### config.mk
export PLATFORM = sky130hd
export DESIGN_NAME = mips_regfile
export DESIGN_NICKNAME = d
export VERILOG_FILES = /design/src/rtl/mips_regfile.sv
export SDC_FILE = /design/constraint.sdc
export NUM_CORES = 2
export LEC_CHECK = 0
export CAP_MARGIN = 0
export CORE_ASPECT_RATIO = 0.9
export CORE_MARGIN = 3
export CORE_UTILIZATION = 55
export CTS_BUF_LIST = sky130_fd_sc_hd__clkbuf_8
export DETAILED_ROUTE_END_ITERATION = 10
export MAX_ROUTING_LAYER = met4
export PLACE_DENSITY = 0.75
export RECOVER_POWER = 50
export SYNTH_ARGS = -nofsm -noshare
export SYNTH_HDL_FRONTEND = slang
export SYNTH_SLANG_ARGS = --single-unit
### constraint.sdc
create_clock -name clk -period 4.85 [get_ports clk]
set_input_delay 0.97 -clock clk [delete_from_list [all_inputs] [get_ports clk]]
set_output_delay 0.97 -clock clk [all_outputs]
set_load 0.1 [all_outputs]
### src/rtl/mips_regfile.sv
// mips_regfile: 2**AW x DW register file with r0 hardwired to zero, two read ports, a debug read port,
// optional same-cycle write bypass and a saturating committed-write counter.
module mips_regfile #(
   parameter int DW = 32,
   parameter int AW = 5,
   parameter bit BYPASS = 1'b1
) (
   input  logic          clk,
   input  logic          rst,
   input  logic [AW-1:0] ra1,
   input  logic [AW-1:0] ra2,
   output logic [DW-1:0] rd1,
   output logic [DW-1:0] rd2,
   input  logic          we,
   input  logic [AW-1:0] wa,
   input  logic [DW-1:0] wd,
   input  logic [AW-1:0] dbg_a,
   output logic [DW-1:0] dbg_d,
   output logic [15:0]   wr_cnt
);
   logic [DW-1:0] mem [2**AW];
   logic commit;
   assign commit = we && wa != '0 && !rst;
   // address 0 is masked on every port, so mem[0] is never relied on
   assign rd1   = ra1   == '0 ? '0 : (BYPASS && commit && wa == ra1)   ? wd : mem[ra1];
   assign rd2   = ra2   == '0 ? '0 : (BYPASS && commit && wa == ra2)   ? wd : mem[ra2];
   assign dbg_d = dbg_a == '0 ? '0 : (BYPASS && commit && wa == dbg_a) ? wd : mem[dbg_a];
   always_ff @(posedge clk) begin
      if (rst) begin
         for (int i = 0; i < 2**AW; i++) mem[i] <= '0;
         wr_cnt <= '0;
      end else if (commit) begin
         mem[wa] <= wd;
         wr_cnt <= wr_cnt + 16'(wr_cnt != 16'hFFFF);
      end
   end
endmodule
==> reports/results.tsv <==
metric	value	unit
dp.cells	6354	
rsz0062_at_grt	no	
placed_area	71300	um2
path_clk_slew	60	ps
start_util	55.6	%
max-cap-violations	39	
clock_latency	910	ps
power.leakage	25.5	nW
drtIter0Drc	9214	
startpoint_type	input port	
yosysWarnings	0	
drcViolationCount	0	
nets	5024	
die_h	330	um
syn_area	64300	um2
drtAntennaViolNets	0	
numCtsBuffers	170	
hpwl	155	mm
dieWidth	366	um
grt_pass1_vias	49400	
coreArea	116000	um2
critPathCaptureType	flip-flop	
final_cells	6663	
fin_tns_setup	-736	ps
crit_arrival	5680	ps
numPortBuffers	166	
slew_headroom	-91.9	%
finalMaxSlewViolations	765	
hold_buffers	0	
final.setup_skew	7.36	ps
cts_tree	yes	
synthDistinctLibCells	57	
drt_first_pass_iters	8	
fillers	8310	
synthCells	4801	
hp-class	flip-flop to flip-flop	
synth-seq-area-share	48.3	%
fmax	203	MHz
final_hold_viol_count	0	
grt_antenna_before_repair	17	
vias	49600	
path_max_fanout	18	
drive_gt1_share	28.5	%
synth_seq_cells	1040	
power_density	315	nW/um2
dpl_worst_slack	-95.6	ps
grt_max_degree	65	
async_reset_ff_share	0	%
vias_per_cell	7.44	
grt.busiest_layer	met2	
final_util	63.7	%
synth_edf_count	1024	
required	5610	ps
fin_crit	4920	ps
die-area	121000	um2
grt_use_met2	59.1	%
grt_use_met1	51.6	%
crit_type	input port to flip-flop	
use_met3	15.1	%
status	finished, violations left	
cts_buffer_depth	3	
clock-root-buffer	clkbuf_8	
row_count	118	
syn_avg_cell_area	13.4	um2
ioPinCount	167	
grt_usage	42.1	%
postRouteWirelength	248	mm
clock-sinks	1040	
setup_violations	21	
grt-ovfl-total	0	
gp_congestion	0.979	
synth_ff_type	edfxtp_1	
htree_levels	4	
final_cell_area	73600	um2
area_growth	14.5	%
violations	max-capacitance violations, max-slew violations, negative setup slack	
irDropWorstVdd	0.320	mV
post-route-period-util	101	%
wire_per_inst	37.3	um
layout_setup_ws	-67.1	ps
worstMarginPinSlew	2870	ps
grt_pass1_wl	350	mm
-- worst max-delay path, cell delays in order --
cell and delay [ps]:
dlygate4sd3_1 770, nor2b_1 250, clkbuf_1 160, nand3b_1 140, clkbuf_1 420, nor2_1 2250
clkbuf_2 530, and2_1 170
-- per-stage QoR --
stage	hold WS, ps	total power, mW
6_report	500	23.2
5_1_grt	549	23.7
4_1_cts	505	23.0
3_5_place_dp	493	16.1
3_3_place_gp	491	16.0
2_1_floorplan	918	14.0
-- routing by layer --
metal,routed length (um),part of all wire [%]
met5,0,0
met4,20500,8.2
met3,43100,17
met2,105000,42
met1,79400,32
-- layout by cell type, fill, tap and decap left out, types with 14 or more instances in the layout --
cell type and n:
edfxtp_1 1024, and2_1 737, mux4_2 577, and2_0 255, mux2i_1 227, o22ai_1 217, buf_4 196, nor2_1 191
buf_12 184, clkbuf_8 176, mux2_2 125, o21ai_0 103, or4_1 92, a31oi_2 85, nand2_1 75, or3_1 69
a22oi_1 65, inv_1 62, clkdlybuf4s50_1 58, clkbuf_1 44, a21oi_1 39, nand4_1 39, clkinv_1 37, nor2b_1 34
nand2b_1 32, conb_1 32, a22o_1 31, a211oi_1 31, o22a_1 31, o21ai_1 20, nor2_4 16, clkbuf_2 16
dfxtp_1 16, clkinv_2 15, diode_2 14, xnor2_1 14
-- timing repair --
item / 4_1_cts / 5_1_grt
pin swaps: 1 / 2
gates resized for setup: 1 / 3
setup endpoints to repair: 5 / 3
setup buffers: 0 / 1
-- area by class of cell --
cell class | count | area [um2] | area share [%]
multi-input combinational | 3242 | 31500 | 42.8
sequential | 1040 | 31100 | 42.2
timing repair buffer | 506 | 6090 | 8.27
clock buffer | 176 | 2420 | 3.29
tap | 1560 | 1950 | 2.65
clock inverter | 118 | 551 | 0.748
antenna | 14 | 35.0 | 0.0476
inverter | 7 | 26.3 | 0.0357
-- state kept, by name (all words and copies together), names as in the netlist --
register and cells:
mem 1024, wr_cnt 16
-- where the power goes --
| part | total, mW | leakage (nW) | internal [mW] | switching, mW |
|---|---|---|---|---|
| registers | 10.7 | 9.88 | 10.4 | 0.353 |
| clock network | 7.18 | 1.72 | 3.44 | 3.74 |
| logic | 5.28 | 13.9 | 2.09 | 3.19 |
| total | 23.2 | 25.5 | 15.9 | 7.28 |
-- cell usage after synthesis (3+ instances only) --
cell / instances / area share (%)
mux4_2: 577 / 20
o22a_1: 31 / 0.42
o21ai_0: 114 / 0.89
nand3b_1: 9 / 0.11
buf_12: 4 / 0.12
clkbuf_1: 324 / 1.9
and2_1: 992 / 9.6
mux2_2: 125 / 2.2
nor2b_1: 34 / 0.33
a31oi_1: 94 / 0.91
a211oi_1: 31 / 0.36
nand3_1: 11 / 0.086
edfxtp_1: 1024 / 48
mux2i_1: 227 / 3.5
or4_1: 95 / 1.1
nor3_1: 3 / 0.023
a21oi_1: 39 / 0.30
inv_1: 7 / 0.041
dfxtp_1: 16 / 0.50
a22oi_1: 65 / 0.76
xnor2_1: 14 / 0.19
buf_4: 52 / 0.61
or3_1: 73 / 0.71
o211ai_1: 4 / 0.047
nand2b_1: 37 / 0.36
a22o_1: 31 / 0.42
o21ai_1: 18 / 0.14
xor2_1: 11 / 0.15
buf_2: 107 / 0.83
nor2_1: 207 / 1.2
buf_6: 33 / 0.58
o22ai_1: 217 / 2.1
nor2_4: 3 / 0.053
nand2_1: 82 / 0.48
buf_1: 21 / 0.12
nand4_1: 39 / 0.38
-- final timing paths --
check | to | cells after the start | slack (ps) | start
setup / recovery | mem[5][29]$_SDFFCE_PN0P_ | 8 | -70 | we
hold / removal | wr_cnt[13]$_SDFFE_PP0P_ | 2 | 500 | wr_cnt[13]$_SDFFE_PP0P_
setup reg to reg | wr_cnt[14]$_SDFFE_PP0P_ | 9 | 2440 | wr_cnt[1]$_SDFFE_PP0P_
hold reg to reg | wr_cnt[13]$_SDFFE_PP0P_ | 2 | 500 | wr_cnt[13]$_SDFFE_PP0P_
-- cell families (layout without fill, tap and decap cells) --
logic type	count (synthesis)	count (layout)	synth area share, %
mux	929	929	25.9
simple gates	1600	1600	14.7
buf+inv	550	807	4.23
flops	1040	1040	48.3
compound gates	654	654	6.51
other cells	1	46	0.00583
xor+xnor	25	25	0.340
fa+ha+maj	2	2	0.0389
Power figures use the tool's default switching activity.
